<file path="config.mk">
export PLATFORM = sky130hd
export DESIGN_NAME = ines_stream_loader
export DESIGN_NICKNAME = d
export VERILOG_FILES = /design/src/rtl/ines_stream_loader.sv
export SDC_FILE = /design/constraint.sdc
export NUM_CORES = 1
export LEC_CHECK = 0
export CORE_MARGIN = 2
export CORE_UTILIZATION = 55
export CTS_BUF_LIST = sky130_fd_sc_hd__clkbuf_8
export CTS_CLUSTER_DIAMETER = 80
export DETAILED_ROUTE_END_ITERATION = 10
export GPL_ROUTABILITY_DRIVEN = 0
export PLACE_DENSITY_LB_ADDON = 0.08
export SLEW_MARGIN = 30
export SYNTH_ARGS = -nofsm -noshare
export SYNTH_HDL_FRONTEND = slang
export SYNTH_SLANG_ARGS = --single-unit
</file>
<file path="constraint.sdc">
create_clock -name clk -period 6.45 [get_ports clk]
set_input_delay 1.29 -clock clk [delete_from_list [all_inputs] [get_ports clk]]
set_output_delay 1.29 -clock clk [all_outputs]
set_load 0.03 [all_outputs]
</file>
<file path="src/rtl/ines_stream_loader.sv">
// ines_stream_loader: parses an iNES byte stream and writes PRG/CHR payload to memory.
// Optional payload checksum is built when LOADER_CHECKSUM_EN is defined.
module ines_stream_loader #(
    parameter int                FIFO_DEPTH = 16,
    parameter int                ADDR_W     = 22,
    parameter logic [ADDR_W-1:0] CHR_BASE   = 22'h200000
) (
    input  logic              clk,
    input  logic              reset,
    input  logic [7:0]        din,
    input  logic              din_valid,
    output logic [ADDR_W-1:0] mem_addr,
    output logic [7:0]        mem_data,
    output logic              mem_write,
    input  logic              mem_ready,
    output logic [7:0]        prg_banks,
    output logic [7:0]        chr_banks,
    output logic [7:0]        mapper,
    output logic              mirroring,
    output logic              battery,
    output logic              header_ok,
    output logic              done,
    output logic [1:0]        error,
    output logic [15:0]       checksum
);

    localparam int PW    = $clog2(FIFO_DEPTH);
    localparam int PTR_W = PW + 1;
    localparam int CW    = ADDR_W + 1;
    localparam int EW    = ADDR_W + 8;

    typedef enum logic [2:0] {
        S_HDR,
        S_TRAIN,
        S_PRG,
        S_CHR,
        S_DONE,
        S_FAIL
    } state_t;

    state_t            state_q, state_d;
    logic [3:0]        hdr_cnt_q, hdr_cnt_d;
    logic [8:0]        trn_cnt_q, trn_cnt_d;
    logic [CW-1:0]     pay_cnt_q, pay_cnt_d;
    logic [7:0]        prg_raw_q, prg_raw_d;
    logic [7:0]        chr_raw_q, chr_raw_d;
    logic [6:0]        f6_q, f6_d;
    logic [3:0]        f7_q, f7_d;
    logic [7:0]        prg_banks_q, prg_banks_d;
    logic [7:0]        chr_banks_q, chr_banks_d;
    logic [7:0]        mapper_q, mapper_d;
    logic              mirroring_q, mirroring_d;
    logic              battery_q, battery_d;
    logic              header_ok_q, header_ok_d;
    logic              done_q, done_d;
    logic [1:0]        error_q, error_d;
    logic [PTR_W-1:0]  wr_ptr_q, wr_ptr_d;
    logic [PTR_W-1:0]  rd_ptr_q, rd_ptr_d;
    logic [EW-1:0]     fifo_q [FIFO_DEPTH];

    logic              push;
    logic              push_ok;
    logic              pop;
    logic              fifo_empty;
    logic              fifo_full;
    logic [ADDR_W-1:0] push_addr;
    logic [7:0]        magic_b;
    logic [CW-1:0]     pay_next;
    logic [31:0]       prg_size;
    logic [31:0]       chr_size;
    logic [EW-1:0]     head;

    assign fifo_empty = (wr_ptr_q == rd_ptr_q);
    assign fifo_full  = (wr_ptr_q[PW] != rd_ptr_q[PW]) &&
                        (wr_ptr_q[PW-1:0] == rd_ptr_q[PW-1:0]);
    assign head       = fifo_q[rd_ptr_q[PW-1:0]];
    assign mem_write  = !fifo_empty && (state_q != S_FAIL);
    assign mem_addr   = mem_write ? head[EW-1:8] : '0;
    assign mem_data   = mem_write ? head[7:0] : 8'h00;
    assign pop        = mem_write && mem_ready;

    assign pay_next = pay_cnt_q + CW'(1);
    assign prg_size = {24'd0, prg_banks_q} << 14;
    assign chr_size = {24'd0, chr_banks_q} << 13;

    always_comb begin
        unique case (hdr_cnt_q[1:0])
            2'd0: magic_b = 8'h4E;
            2'd1: magic_b = 8'h45;
            2'd2: magic_b = 8'h53;
            2'd3: magic_b = 8'h1A;
            default: magic_b = 8'h00;
        endcase
    end

    always_comb begin
        state_d     = state_q;
        hdr_cnt_d   = hdr_cnt_q;
        trn_cnt_d   = trn_cnt_q;
        pay_cnt_d   = pay_cnt_q;
        prg_raw_d   = prg_raw_q;
        chr_raw_d   = chr_raw_q;
        f6_d        = f6_q;
        f7_d        = f7_q;
        prg_banks_d = prg_banks_q;
        chr_banks_d = chr_banks_q;
        mapper_d    = mapper_q;
        mirroring_d = mirroring_q;
        battery_d   = battery_q;
        header_ok_d = header_ok_q;
        done_d      = done_q;
        error_d     = error_q;
        push        = 1'b0;
        push_addr   = '0;

        unique case (state_q)
            S_HDR: begin
                if (din_valid) begin
                    hdr_cnt_d = hdr_cnt_q + 4'd1;
                    if (hdr_cnt_q < 4'd4 && din != magic_b) begin
                        state_d = S_FAIL;
                        error_d = 2'd1;
                    end
                    case (hdr_cnt_q)
                        4'd4: prg_raw_d = din;
                        4'd5: chr_raw_d = din;
                        4'd6: f6_d = {din[7:4], din[2:0]};
                        4'd7: f7_d = din[7:4];
                        4'd15: begin
                            if (prg_raw_q == 8'd0 ||
                                ({24'd0, prg_raw_q} << 14) > 32'(CHR_BASE)) begin
                                state_d = S_FAIL;
                                error_d = 2'd3;
                            end else begin
                                header_ok_d = 1'b1;
                                prg_banks_d = prg_raw_q;
                                chr_banks_d = chr_raw_q;
                                mapper_d    = {f7_q, f6_q[6:3]};
                                mirroring_d = f6_q[0];
                                battery_d   = f6_q[1];
                                state_d     = f6_q[2] ? S_TRAIN : S_PRG;
                            end
                        end
                        default: ;
                    endcase
                end
            end
            S_TRAIN: begin
                if (din_valid) begin
                    trn_cnt_d = trn_cnt_q + 9'd1;
                    if (trn_cnt_q == 9'd511) state_d = S_PRG;
                end
            end
            S_PRG: begin
                if (din_valid) begin
                    push      = 1'b1;
                    push_addr = pay_cnt_q[ADDR_W-1:0];
                    pay_cnt_d = pay_next;
                    if (32'(pay_next) == prg_size) begin
                        pay_cnt_d = '0;
                        state_d   = (chr_banks_q != 8'd0) ? S_CHR : S_DONE;
                    end
                end
            end
            S_CHR: begin
                if (din_valid) begin
                    push      = 1'b1;
                    push_addr = CHR_BASE + pay_cnt_q[ADDR_W-1:0];
                    pay_cnt_d = pay_next;
                    if (32'(pay_next) == chr_size) begin
                        pay_cnt_d = '0;
                        state_d   = S_DONE;
                    end
                end
            end
            S_DONE: begin
                if (fifo_empty) done_d = 1'b1;
            end
            S_FAIL: ;
            default: state_d = S_FAIL;
        endcase

        // a simultaneous pop frees the slot, so a full FIFO only overflows without one
        push_ok = push && !(fifo_full && !pop);
        if (push && fifo_full && !pop) begin
            state_d = S_FAIL;
            error_d = 2'd2;
        end

        wr_ptr_d = wr_ptr_q + PTR_W'(push_ok);
        rd_ptr_d = rd_ptr_q + PTR_W'(pop);
        if (state_q == S_FAIL) rd_ptr_d = wr_ptr_q;
    end

    always_ff @(posedge clk) begin
        if (reset) begin
            state_q     <= S_HDR;
            hdr_cnt_q   <= '0;
            trn_cnt_q   <= '0;
            pay_cnt_q   <= '0;
            prg_raw_q   <= '0;
            chr_raw_q   <= '0;
            f6_q        <= '0;
            f7_q        <= '0;
            prg_banks_q <= '0;
            chr_banks_q <= '0;
            mapper_q    <= '0;
            mirroring_q <= 1'b0;
            battery_q   <= 1'b0;
            header_ok_q <= 1'b0;
            done_q      <= 1'b0;
            error_q     <= '0;
            wr_ptr_q    <= '0;
            rd_ptr_q    <= '0;
        end else begin
            state_q     <= state_d;
            hdr_cnt_q   <= hdr_cnt_d;
            trn_cnt_q   <= trn_cnt_d;
            pay_cnt_q   <= pay_cnt_d;
            prg_raw_q   <= prg_raw_d;
            chr_raw_q   <= chr_raw_d;
            f6_q        <= f6_d;
            f7_q        <= f7_d;
            prg_banks_q <= prg_banks_d;
            chr_banks_q <= chr_banks_d;
            mapper_q    <= mapper_d;
            mirroring_q <= mirroring_d;
            battery_q   <= battery_d;
            header_ok_q <= header_ok_d;
            done_q      <= done_d;
            error_q     <= error_d;
            wr_ptr_q    <= wr_ptr_d;
            rd_ptr_q    <= rd_ptr_d;
        end
    end

    always_ff @(posedge clk) begin
        if (push_ok) fifo_q[wr_ptr_q[PW-1:0]] <= {push_addr, din};
    end

`ifdef LOADER_CHECKSUM_EN
    logic [15:0] csum_q;

    always_ff @(posedge clk) begin
        if (reset) csum_q <= '0;
        else if (push_ok) csum_q <= csum_q + {8'd0, din};
    end

    assign checksum = csum_q;
`else
    assign checksum = 16'h0;
`endif

    assign prg_banks = prg_banks_q;
    assign chr_banks = chr_banks_q;
    assign mapper    = mapper_q;
    assign mirroring = mirroring_q;
    assign battery   = battery_q;
    assign header_ok = header_ok_q;
    assign done      = done_q;
    assign error     = error_q;

endmodule

</file>
# --- Yosys cells after proc, flatten, opt, wreduce, memory -nomap -nowiden ---
# Memory sizes are Yosys's and may differ from the RTL's. A register that Yosys moved wholly into a read port is not among the register bits.
# Cells that the tools add are included.
op_classes:
  n_bitwise: 2
  n_reduce_logical: 34
  magnitude_cmp: 2
  eq_ne: 38
  muxes: 37
  addsub: 6
op_table:
  columns: ["op", "n"]
  rows:
  - ["23-bit two-way mux", 4]
  - ["22-bit two-way mux", 3]
  - ["23-bit one-hot mux with 2 select lines", 1]
  - ["22-bit one-hot mux with 2 select lines", 1]
  - ["3-bit two-way mux", 12]
  - ["8-bit one-hot mux with 4 select lines", 1]
  - ["3-bit != test (second input constant)", 9]
  - ["23-bit by 1-bit adder with 23-bit output (second input constant)", 1]
  - ["23-bit by 21-bit == test with 1-bit output", 1]
  - ["23-bit by 22-bit == test with 1-bit output", 1]
  - ["22-bit adder (first input constant)", 1]
  - ["22-bit > comparator (second input constant)", 1]
  - ["9-bit AND reduction", 2]
  - ["4-bit by 3-bit == test with 1-bit output (second input constant)", 4]
  - ["3-bit one-hot mux with 5 select lines", 1]
  - ["3-bit AND reduction", 5]
  - ["2-bit two-way mux", 7]
  - ["2-bit != test (second input constant)", 7]
  - ["5-bit by 1-bit adder with 5-bit output", 2]
  - ["9-bit by 1-bit adder with 9-bit output (second input constant)", 1]
  - ["9-bit == test (second input constant)", 1]
  - ["1-bit logical AND", 8]
  - ["8-bit zero test", 1]
  - ["8-bit two-way mux", 1]
  - ["other kinds (27)", 43]
totals:
  register_bits: 106
  output_inout_bits: 77
  in_bits: 12
  ram_bits: 480
  memories: 1
memory_table:
  columns: ["memory", "words", "width", "rd", "rd_clocked_by_memory_dff", "write_ports", "line", "rtl"]
  rows:
  - ["fifo_q", 16, 30, 1, 1, 1, "59", "logic [EW-1:0] fifo_q [FIFO_DEPTH];"]

# --- Longest topological paths before layout ---
logic_depth:
  depth_word: 10
  mapped_depth: 12

# --- Least setup slack after synthesis ---
# OpenSTA, ideal clock, no wires.
synth_path:
  path_kind: "input-to-reg"
  startpoint: "input din_valid"
  endpoint: "memory fifo_q[0][0] (netlist name) (enable)"
  t_required_ns: 5.995
  t_arrival_ns: 4.470
  setup_time_ns: 0.455
  slack_ns: 1.525
  path_stages: 6
  path_buffers: 2
  cell_sequence: "clkbuf_1 > and2_1 > clkbuf_1 > nand2b_1 > or3_1 > nor3_1"
synth_between:
  elab_chain_len: 5
synth_lines:
  columns: ["item", "line", "rtl"]
  rows:
  - ["from (decl)", "11", "input logic din_valid,"]
  - ["1-bit two-way mux", "155, 166", null]
  - ["1-bit two-way mux", null, null]
  - ["1-bit logical AND", "184", "push_ok = push && !(fifo_full && !pop);"]
  - ["1-bit two-way mux", "238", "if (push_ok) fifo_q[wr_ptr_q[PW-1:0]] <= {push_addr, din};"]
  - ["1-bit two-way mux (implied by the code)", "238", null]
  - ["to (decl)", "59", null]
# Every way passes these cells.

# --- Worst setup path after layout ---
layout_path:
  startpoint: "register rd_ptr_q[1]"
  endpoint: "output mem_addr[9]"
layout_between:
  elab_chain_len: 4
layout_lines:
  columns: ["item", "line", "rtl"]
  rows:
  - ["from (decl)", "58", "logic [PTR_W-1:0] rd_ptr_q, rd_ptr_d;"]
  - ["from (signal assigned)", "233", "rd_ptr_q <= rd_ptr_d;"]
  - ["5-bit == test", "73", "assign fifo_empty = (wr_ptr_q == rd_ptr_q);"]
  - ["1-bit zero test", "77", "assign mem_write = !fifo_empty && (state_q != S_FAIL);"]
  - ["1-bit logical AND", "77", null]
  - ["22-bit two-way mux", "78", "assign mem_addr = mem_write ? head[EW-1:8] : '0;"]
  - ["to (decl)", "12", "output logic [ADDR_W-1:0] mem_addr,"]
# Every way passes these cells.

==> results.ini <==
[cells_and_area]
diodes = 0
layout-drive-gt1-share = 0.212
nets = 1627
synthToLayoutAreaGrowth_pct = 13.6
layout_common_cells = edfxtp_1, mux4_2, nand2_1, dfxtp_1, clkbuf_8
fillers = 3196
layout_commonest_cell = edfxtp_1
fin_util = 0.635

[detailed_routing]
m1WireLength_um = 23100
antenna_left = 0
vias = 13600
drc = 0
drtIter0Drc = 1267
drt_wl_total_um = 54900
first_pass_iters = 5
wl_met3_um = 3490
routedWlPerCell_um = 24.2
dr_wl_met2_um = 27000
viasPerCell = 5.99
highest_layer = met5

[setup_path]
cp_max_fo = 50
worstSetupPathType = reg -> out
setup.worst_path.start_class = flop
cp.arrival_ps = 3890
cp-end-kind = output pin
crit_required_ps = 5160

[power]
seqPwrFrac = 0.486
powerDensity_nw_per_um2 = 311
sw_frac_of_total = 0.265
p_leak_nw = 8.51
p_comb_frac = 0.160
pwr-share-clk = 0.354
switchingPower_w = 0.00226
ir_drop_uv = 166
internal_power_w = 0.00627

[sta]
fmax_ghz = 0.193
setup_ws_ps = 1270
setup_tns_ps = 0
setup_viol = 0
max-slew-margin-rel = 0.370
fin_crit_sh = 0.802
slew_violations = 0
skew_ps = 22.9
hold_viol_final = 0
worst_pin_slew_ps = 943
rsz0062_at_grt = false
period_needed_ps = 5180

[clocking]
cts_root_buf = clkbuf_8
numCtsBuffers = 94
clk_latency_ps = 660
cts_hold_buf = 0
clock_sinks = 586
cts_resized = 0
clk_pin_slew_ps = 60
postCtsSetupBuffers = 0
htree_levels = 3
cts_buffer_depth = 3
cts_tree = yes

[floorplan]
start_util = 0.559
die_y_um = 214
core_area_um2 = 43300
num_io_pins = 89
dieArea_um2 = 45700
rows = 76
dieWidth_um = 214

[yosys]
yosysWarningCount = 0
synth-edff-count = 480
synth-seq-area-share = 0.684
synthCells = 1495
postSynthAreaPerCell_um2 = 16.2
synth_cell_type_count = 68
synthesis.area_um2 = 24200
synth_ff_type = edfxtp_1
async_flop_share = 0
synth_seq_cells = 586

[global_route]
grt_max_degree = 82
grt_pass1_vias = 13600
grtUsageTotal = 0.250
antenna_found_initial = 1
grt_overflow = 0
grt_pass1_wl_um = 83100

[outcome]
outcome = finished, final reports clean

[min_path]
holdCritPathClass = reg -> reg

[placed_design]
port-buffer-count = 72
dp_hpwl_um = 31500
dp_slack_ps = 1890

[job]
cap_viol_max_count = 0

-- cell families (layout without fill, tap and decap cells) --
kind of cell / Yosys count / after routing / share of synthesized area
AOI/OAI and AO/OA: 139 / 139 / 0.0365
DFF: 586 / 586 / 0.684
muxes: 157 / 157 / 0.143
adders and majority gates: 13 / 13 / 0.00673
and+or+nand+nor: 423 / 423 / 0.0876
other: 1 / 16 / 0.000155
xor gates and xnor gates: 50 / 50 / 0.0199
buffers and inverters: 126 / 299 / 0.0228
-- power groups by stage --
stage | Sequential (W) | Combinational (W) | Clock [W]
floorplan | 0.00417 | 0.000998 | 0
global placement | 0.00423 | 0.00138 | 0
detailed placement | 0.00423 | 0.00138 | 0
CTS | 0.00415 | 0.00138 | 0.00308
global route | 0.00415 | 0.00146 | 0.00325
finish | 0.00415 | 0.00137 | 0.00302
-- state kept, by name (all words and copies together), names as in the netlist, 7 cells and up --
name and count:
chr_raw_q 8, chr_banks 8, mapper 8, prg_raw_q 8, prg_banks 8, trn_cnt_q 9, fifo_q 480, f6_q 7
pay_cnt_q 23
-- metal layers --
layer  GRT usage  vias up
met5           0        -
met4      0.0848        2
met3      0.0464      100
met2       0.404      475
met1       0.347     6943
li1            -     6071
-- final timing paths --
path / from / to / depth (start not counted) / slack, ps
setup / recovery: rd_ptr_q[1] / mem_addr[9] / 5 / 1270
hold / removal: mapper[7] / mapper[7] / 2 / 450
setup reg to reg: state_q[1] / fifo_q[4][1] / 8 / 2740
hold reg to reg: mapper[7] / mapper[7] / 2 / 450
-- cell type report --
cell class | count | area, um2 | share of cell area
clock buffer | 102 | 1400 | 0.0511
clock inverter | 75 | 403 | 0.0147
inverter | 13 | 48.8 | 0.00178
multi-input combinational | 798 | 7270 | 0.265
sequential | 586 | 16500 | 0.602
tap | 585 | 732 | 0.0266
timing repair buffer | 109 | 1070 | 0.0390
-- Yosys cell counts (9+ instances only) --
library cell  instances  area [um2]
nor2_1               69         259
buf_2                 9        45.0
and3_1               55         344
edfxtp_1            480       14400
dfxtp_1             106        2120
inv_1                13        48.8
or3_1                 9        56.3
a21oi_1              70         350
o21ai_0              18        90.1
nor2b_1               9        56.3
xnor2_1              20         175
buf_1                15        56.3
nor3_1               20         100
clkbuf_1             72         270
buf_4                16         120
mux4_2              150        3380
nand2_1             139         522
nand3_1              54         270
nor4_1                9        56.3
xor2_1               27         236
nand4_1              16         100
ha_1                 13         163
-- stage by stage --
stage,power (W),instance area [um2],hold slack (ps),std cells
CTS,0.00861,27500,445,2267
finish,0.00854,27500,453,2268
detailed placement,0.00561,25700,447,2090
floorplan,0.00517,24200,432,1510
global route,0.00887,27500,464,2268
global placement,0.00561,25600,437,2087
-- worst max-delay path, cell delays in order, from the launching register on --
cell,delay [ps]
dfxtp_4,870
buf_4,610
mux4_2,380
mux4_2,510
and3_1,210
clkdlybuf4s50_1,590
(Power assumes the default switching activity.)
